**config.mk**
```make
export PLATFORM = sky130hd
export DESIGN_NAME = axis_traffic_gen
export DESIGN_NICKNAME = d
export VERILOG_FILES = /design/src/rtl/axis_traffic_gen.sv
export SDC_FILE = /design/constraint.sdc
export NUM_CORES = 1
export LEC_CHECK = 0
export CAP_MARGIN = 10
export CORE_AREA = 8 8 374 376
export CTS_BUF_LIST = sky130_fd_sc_hd__clkbuf_8 sky130_fd_sc_hd__clkbuf_16
export CTS_CLUSTER_DIAMETER = 100
export DETAILED_ROUTE_END_ITERATION = 12
export DIE_AREA = 0 0 382 384
export PLACE_DENSITY = 0.53
export SETUP_SLACK_MARGIN = 0.4
export SLEW_MARGIN = 15
export SYNTH_ARGS = -nofsm -noshare
export SYNTH_HDL_FRONTEND = slang
export SYNTH_SLANG_ARGS = --single-unit
```
**constraint.sdc**
```tcl
create_clock -name clk -period 3.8 [get_ports clk]
set_clock_uncertainty 0.15 [all_clocks]
set_input_delay 0.76 -clock clk [delete_from_list [all_inputs] [get_ports clk]]
set_output_delay 0.76 -clock clk [all_outputs]
set_load 0.005 [all_outputs]
```
**src/rtl/axis_traffic_gen.sv**
```systemverilog
// axis_traffic_gen: synthetic AXI-Stream traffic source for network-on-chip testing.
// A 32-bit Galois LFSR drives both the per-cycle injection decision and the
// destination choice. Each emitted flit carries a timestamp in its upper half
// and a per-destination sequence number in its low COUNT_WIDTH bits.
// Optional build macro: AXIS_TRAFFIC_GEN_SKIP_SELF_EN. When defined, a flit
// that would be addressed to this source's own TID is redirected to
// (TID+1) mod NUM_ROUTERS.
module axis_traffic_gen #(
  parameter int          COUNT_WIDTH = 32,
  parameter int          TID         = 0,
  parameter int          TDATA_WIDTH = 512,
  parameter int          TDEST_WIDTH = 2,
  parameter int          TID_WIDTH   = 2,
  parameter int          NUM_ROUTERS = 4,
  parameter logic [31:0] SEED        = 32'h1
) (
  input  logic                                    clk,
  input  logic                                    rst_n,
  input  logic [TDATA_WIDTH/2-1:0]                ticks,
  input  logic                                    enable,
  input  logic [8:0]                              inject_rate,
  input  logic [COUNT_WIDTH-1:0]                  num_packets,
  output logic [NUM_ROUTERS-1:0][COUNT_WIDTH-1:0] sent_packets,
  output logic [COUNT_WIDTH-1:0]                  total_sent_packets,
  output logic                                    done,
  output logic                                    axis_out_tvalid,
  input  logic                                    axis_out_tready,
  output logic [TDATA_WIDTH-1:0]                  axis_out_tdata,
  output logic                                    axis_out_tlast,
  output logic [TID_WIDTH-1:0]                    axis_out_tid,
  output logic [TDEST_WIDTH-1:0]                  axis_out_tdest
);

  localparam logic [1:0] S_IDLE   = 2'd0;
  localparam logic [1:0] S_ACTIVE = 2'd1;
  localparam logic [1:0] S_VALID  = 2'd2;
  localparam logic [1:0] S_DONE   = 2'd3;

  // Right-shifting Galois form of x^32 + x^22 + x^2 + x + 1.
  localparam logic [31:0] LFSR_TAPS = 32'h8020_0003;
  // An all-zero LFSR would lock up, so a zero seed is replaced by 1.
  localparam logic [31:0] LFSR_INIT = (SEED == 32'h0) ? 32'h1 : SEED;

  logic [1:0]             state_reg, state_next;
  logic [31:0]            lfsr_reg, lfsr_step;
  logic                   advance, load, handshake, inject, budget_hit;
  logic [TDEST_WIDTH-1:0] dest_raw, dest_sel;
  logic [COUNT_WIDTH-1:0] cnt_reg [NUM_ROUTERS];
  logic [COUNT_WIDTH-1:0] total_reg, total_inc, seq_sel;
  logic [NUM_ROUTERS-1:0] hit;
  logic [TDATA_WIDTH-1:0] tdata_new;

  logic                   tvalid_reg, tlast_reg;
  logic [TDATA_WIDTH-1:0] tdata_reg;
  logic [TDEST_WIDTH-1:0] tdest_reg;
  logic [TID_WIDTH-1:0]   tid_reg;

  assign handshake  = tvalid_reg && axis_out_tready;
  assign lfsr_step  = {1'b0, lfsr_reg[31:1]} ^ (lfsr_reg[0] ? LFSR_TAPS : 32'h0);
  assign inject     = ({1'b0, lfsr_reg[7:0]} < inject_rate);
  assign total_inc  = total_reg + COUNT_WIDTH'(1);
  assign budget_hit = (num_packets != '0) && (total_inc == num_packets);
  assign dest_raw   = TDEST_WIDTH'(lfsr_reg[31:16] % 16'(NUM_ROUTERS));

`ifdef AXIS_TRAFFIC_GEN_SKIP_SELF_EN
  localparam logic [TDEST_WIDTH-1:0] SELF_DEST = TDEST_WIDTH'(TID);
  localparam logic [TDEST_WIDTH-1:0] SKIP_DEST = TDEST_WIDTH'((TID + 1) % NUM_ROUTERS);
  assign dest_sel = (dest_raw == SELF_DEST) ? SKIP_DEST : dest_raw;
`else
  assign dest_sel = dest_raw;
`endif

  // Per-destination handshake strobes and counter fan-out to the output bus.
  for (genvar gi = 0; gi < NUM_ROUTERS; gi++) begin : g_dest
    assign hit[gi]          = handshake && (tdest_reg == TDEST_WIDTH'(gi));
    assign sent_packets[gi] = cnt_reg[gi];
  end

  // Sequence number for the next flit; includes a same-edge handshake to that destination.
  always_comb begin
    seq_sel = '0;
    for (int i = 0; i < NUM_ROUTERS; i++) begin
      if (dest_sel == TDEST_WIDTH'(i)) begin
        seq_sel = cnt_reg[i] + (hit[i] ? COUNT_WIDTH'(1) : COUNT_WIDTH'(0));
      end
    end
  end

  // Flit payload: timestamp in the upper half, sequence number in the low bits.
  always_comb begin
    tdata_new = '0;
    tdata_new[TDATA_WIDTH-1 -: TDATA_WIDTH/2] = ticks;
    tdata_new[COUNT_WIDTH-1:0] = seq_sel;
  end

  // Next-state logic; a presented flit is never withdrawn before its handshake.
  always_comb begin
    state_next = state_reg;
    load       = 1'b0;
    advance    = 1'b0;
    case (state_reg)
      S_IDLE: begin
        if (enable) state_next = S_ACTIVE;
      end
      S_ACTIVE: begin
        advance = 1'b1;
        if (!enable) begin
          state_next = S_IDLE;
        end else if (inject) begin
          load       = 1'b1;
          state_next = S_VALID;
        end
      end
      S_VALID: begin
        if (handshake) begin
          advance = 1'b1;
          if (inject && enable && !budget_hit) begin
            load = 1'b1;
          end else if (budget_hit) begin
            state_next = S_DONE;
          end else if (enable) begin
            state_next = S_ACTIVE;
          end else begin
            state_next = S_IDLE;
          end
        end
      end
      S_DONE: begin
        if (!enable) state_next = S_IDLE;
      end
      default: state_next = S_IDLE;
    endcase
  end

  // State register and LFSR.
  always_ff @(posedge clk or negedge rst_n) begin
    if (!rst_n) begin
      state_reg <= S_IDLE;
      lfsr_reg  <= LFSR_INIT;
    end else begin
      state_reg <= state_next;
      if (advance) lfsr_reg <= lfsr_step;
    end
  end

  // Output flit register; fields only change when a new flit is loaded.
  always_ff @(posedge clk or negedge rst_n) begin
    if (!rst_n) begin
      tvalid_reg <= 1'b0;
      tdata_reg  <= '0;
      tdest_reg  <= '0;
      tid_reg    <= '0;
      tlast_reg  <= 1'b0;
    end else begin
      tvalid_reg <= (state_next == S_VALID);
      if (load) begin
        tdata_reg <= tdata_new;
        tdest_reg <= dest_sel;
        tid_reg   <= TID_WIDTH'(TID);
        tlast_reg <= 1'b1;
      end
    end
  end

  // Handshake counters, wrapping modulo 2**COUNT_WIDTH.
  always_ff @(posedge clk or negedge rst_n) begin
    if (!rst_n) begin
      for (int i = 0; i < NUM_ROUTERS; i++) cnt_reg[i] <= '0;
      total_reg <= '0;
    end else begin
      for (int i = 0; i < NUM_ROUTERS; i++) begin
        if (hit[i]) cnt_reg[i] <= cnt_reg[i] + COUNT_WIDTH'(1);
      end
      if (handshake) total_reg <= total_inc;
    end
  end

  assign total_sent_packets = total_reg;
  assign done               = (state_reg == S_DONE);
  assign axis_out_tvalid    = tvalid_reg;
  assign axis_out_tdata     = tdata_reg;
  assign axis_out_tdest     = tdest_reg;
  assign axis_out_tid       = tid_reg;
  assign axis_out_tlast     = tlast_reg;

endmodule

```
# --- Yosys cells after proc, flatten, opt, wreduce, memory -nomap -nowiden ---
# Index checks and enable logic that the tools add are counted.
word_totals:
  output_inout_bits: 679
  wordCells: 71
  reg_bits: 486
  input_bits: 301
op_classes:
  bitwise: 1
  order_cmp: 1
  eq_ne: 11
  add_sub_neg: 9
  muxes: 25
  reduce_logical: 13
op_table:
  columns: ["operator", "count"]
  rows:
  - ["adder 32 x 1 -> 32 bit, second input constant", 5]
  - ["two-way mux 32 bit", 5]
  - ["adder 32 x 1 -> 32 bit", 4]
  - ["equality test 32 bit", 1]
  - ["nonzero test 32 bit", 1]
  - ["bitwise XOR 31 x 32 -> 32 bit", 1]
  - ["equality test 2 bit, second input constant", 7]
  - ["two-way mux 2 bit", 7]
  - ["two-way mux 1 bit", 10]
  - ["less-than comparator 8 x 9 -> 1 bit", 1]
  - ["logical AND 1 bit", 8]
  - ["one-hot mux 2 bit (4 select lines)", 1]
  - ["equality test 2 x 1 -> 1 bit, second input constant", 3]
  - ["logical NOT 2 bit", 3]
  - ["one-hot mux 1 bit (2 select lines)", 2]
  - ["logical NOT 1 bit", 1]

# --- Logic depth before layout (Yosys ltp) ---
depth:
  depth_word: 9
  mapped_depth: 15

# --- Worst setup path before layout ---
# OpenSTA, ideal clock, no wires.
synth_timing:
  path_type: "register to register"
  from: "register total_reg[5], in the netlist total_sent_packets[5]"
  to: "register tdata_reg[0], in the netlist axis_out_tdata[0]"
  period_less_slack_ns: 3.850
  t_arrival_ns: 3.575
  n_path_buf: 4
  path_slack_ns: -0.050
  path_stages_with_launch: 14
  t_required_ns: 3.525
  path_cell_list: "dfrtp_1 buf_4 nand4_2 or4_4 buf_6 or3b_2 xnor2_1 nor3_1 nand4_1 or4_4 o21ai_4 buf_12 buf_12 mux2_4"
synth_between:
  elab_chain_len: 8
synth_rtl:
  columns: ["item", "line_no", "rtl"]
  rows:
  - ["from (decl)", "49", "logic [COUNT_WIDTH-1:0] total_reg, total_inc, seq_sel;"]
  - ["from (signal assigned)", "174", "if (handshake) total_reg <= total_inc;"]
  - ["adder 32 x 1 -> 32 bit", "61", "assign total_inc = total_reg + COUNT_WIDTH'(1);"]
  - ["equality test 32 bit", "62", "assign budget_hit = (num_packets != '0) && (total_inc == num_packets);"]
  - ["logical AND 1 bit", "62", null]
  - ["logical NOT 1 bit", "117", "if (inject && enable && !budget_hit) begin"]
  - ["logical AND 1 bit", "117", null]
  - ["two-way mux 1 bit", "117", null]
  - ["two-way mux 1 bit", "115", "if (handshake) begin"]
  - ["one-hot mux 1 bit (2 select lines)", "101", "case (state_reg)"]
  - ["to (signal assigned)", "157", "tdata_reg <= tdata_new;"]
  - ["to (decl)", "54", "logic [TDATA_WIDTH-1:0] tdata_reg;"]
# Every way passes these cells.
# A chain may end at the register's enable or synchronous reset.

# --- Worst setup path after layout ---
layout_timing:
  from: "register total_reg[2], in the netlist total_sent_packets[2]"
  to: "register tdata_reg[289], in the netlist axis_out_tdata[289]"
# Same word-level chain as after synthesis.

==> metrics.cfg <==
[outcome]
status=finished with violations
violations=setup timing

[grt]
grt_pass1_vias=20500
grt_max_degree=91
grt_usage_pct=15.7
grt_pass1_wl_um=167000
globalRoute.totalOverflow=0
antenna_found_initial=31

[placed_design]
gp_congestion=0.909
dp_hpwl_um=101000
portBuffers=753
dp.cells=4862
preCtsSetupSlack_ns=-0.667

[worst_setup_path]
crit_path_frequent_cell=or4_4
start_kind=register
r2r_slack_ns=-0.27
arrival_ns=4.43
critical_path_class=register to register
cp-end-kind=register
crit_slowest_cell=or4_4
crit_buf_inv=5
max_stage_delay_ns=0.65
crit_fanout=7
crit_required_ns=4.16
crit_chain=nand4_1, or4_4, buf_4, nor2_4, a21oi_1, a2111oi_2, nand4b_1, or4_4, o21ai_4, buf_12, clkbuf_16, buf_6, buf_16, mux2_4
cp_top_family=simple AND/OR/NAND/NOR gates

[synth]
synth_edf_count=0
ys_seq_area_share_pct=45.4
syn_inst=2217
synth-async-reset-ratio_pct=100
ys_ff_latch=486
syn_area_sq_um=26800
synth_ff_type=dfrtp_1
yosysWarnings=0
yosysUniqueCellTypes=74
syn_area_per_cell_sq_um=12.1

[detailed_routing]
ant_nets=0
wl_um=122000
drc_errors=0
via_count=20000
vias_per_cell=3.98
firstDrtPassIters=5
first_iter_violations=1094
routedWlPerCell_um=24.3

[timing]
fmax_ghz=0.246
drv_slew=0
finalHoldViolCount=0
fin_crit_ns=4.07
finalSetupViolations=293
setup_ws_ns=-0.265
min_period_over_period_pct=107
rsz0062_at_grt=yes
max_slew_margin_pct=50.4
worst_slew_pin_slew_ns=0.740

[layout]
largest_reg_flops=288
layout_commonest_cell=clkdlybuf4s50_1
nets=3531
layout_common_cells=clkdlybuf4s50_1, dfrtp_1, mux2_4, buf_4, conb_1
final-instance-count-excl-fill=5036
drive_gt1_share_pct=23.2
syn2layout_area_growth_pct=48.8

[min_path]
hp-class=register to register

[clocking]
h-tree-depth=2
clock_latency_ns=0.65
clock_path_buffers=3
clock_sink_count=486
clkTransAtPathRegs_ns=0.06
cts_inserted_buffers=57
cts_root_buf=clkbuf_16
cts_tree=built

[pwr]
powerDensity_nw_per_um2=580
p_leak_uw=0.0183
ir_drop_v=0.000292

[die]
boundaryPins=980
core.rowCount=135
initial_core_util_pct=19.9
die-area_sq_um=147000
fp.dieH_um=384
core_sq_um=134000
die_w_um=382

[run]
max_cap_violations=0

path summary, 6_finish.rpt:
| path | startpoint | end | depth (start not counted) |
|---|---|---|---|
| setup / recovery | total_sent_packets[2] | axis_out_tdata[289] | 14 |
| hold / removal | axis_out_tlast | axis_out_tlast | 1 |
| setup reg to reg | total_sent_packets[2] | axis_out_tdata[289] | 14 |
| hold reg to reg | axis_out_tlast | axis_out_tlast | 1 |
| max in group asynchronous | rst_n | axis_out_tdata[322] | 3 |
| min in group asynchronous | rst_n | axis_out_tdata[264] | 2 |
area by class of cell:
| cell class | count | area [sq um] |
|---|---|---|
| Multi-Input combinational cell | 1595 | 12800 |
| Fill cell | 13900 | 94500 |
| Sequential cell | 486 | 12200 |
| Antenna cell | 6 | 15.0 |
| Inverter | 25 | 93.8 |
| Tap cell | 1781 | 2230 |
| Clock inverter | 32 | 328 |
| Timing Repair Buffer | 1041 | 10600 |
| Clock buffer | 70 | 1610 |
report_power, final:
group | total (uW) | switching (uW) | internal [uW]
Combinational | 9420 | 3290 | 6130
Clock | 5720 | 2380 | 3330
Sequential | 7970 | 1180 | 6790
metal layers:
layer	track usage [%]	wire, um
met1	19.8	50900
met2	25.7	57800
met3	6.34	11600
met4	2.64	1890
met5	0	27
Yosys cell counts (18+ instances only):
cell,instances,share of area [%]
nor2_1,120,1.7
mux4_2,22,1.9
clkbuf_1,69,0.97
nor3_1,35,0.65
mux2_4,287,16
and4_1,19,0.62
nand2_1,161,2.3
o21ai_0,18,0.34
dfrtp_1,485,45
inv_1,24,0.34
ha_1,24,1.1
xor2_1,136,4.4
nand3_1,72,1.3
mux2_2,32,1.3
xnor2_1,175,5.7
buf_4,228,6.4
and3_1,28,0.65
nor4_1,32,0.75
buf_12,32,2.4
nand4_1,68,1.6
per-stage QoR:
stage	setup TNS (ns)	utilization (%)	instance area (sq um)	power, uW	hold WS (ns)
after global placement	-171.64	27.3	36600	16800	0.304
after detailed placement	-182.11	27.3	36600	16900	0.307
final	-61.85	29.7	39800	23100	0.318
after floorplan	-1.05	-	27600	12000	0.296
after CTS	-49.58	29.5	39600	23400	0.322
after global routing	-93.62	29.7	39800	24300	0.339
cell families (layout without fill, tap and decap cells):
| group | after synthesis | in the layout | synth area share [%] |
|---|---|---|---|
| flops | 486 | 486 | 45.4 |
| compound gates | 89 | 89 | 2.31 |
| other cells | 1 | 232 | 0.0140 |
| fa+ha+maj | 24 | 24 | 1.12 |
| simple gates | 600 | 600 | 11.2 |
| buf+inv | 361 | 1168 | 10.3 |
| xor+xnor | 311 | 311 | 10.2 |
| mux | 345 | 345 | 19.4 |
timing repair:
action	CTS	global route
resized for setup	63	9
pin swaps	10	8
setup endpoints to repair	292	293
buffers inserted	35	9
endpoints found under the hold margin	50	0
gates cloned	16	5
hold buffers	1	0
Power figures use the tool's default switching activity.
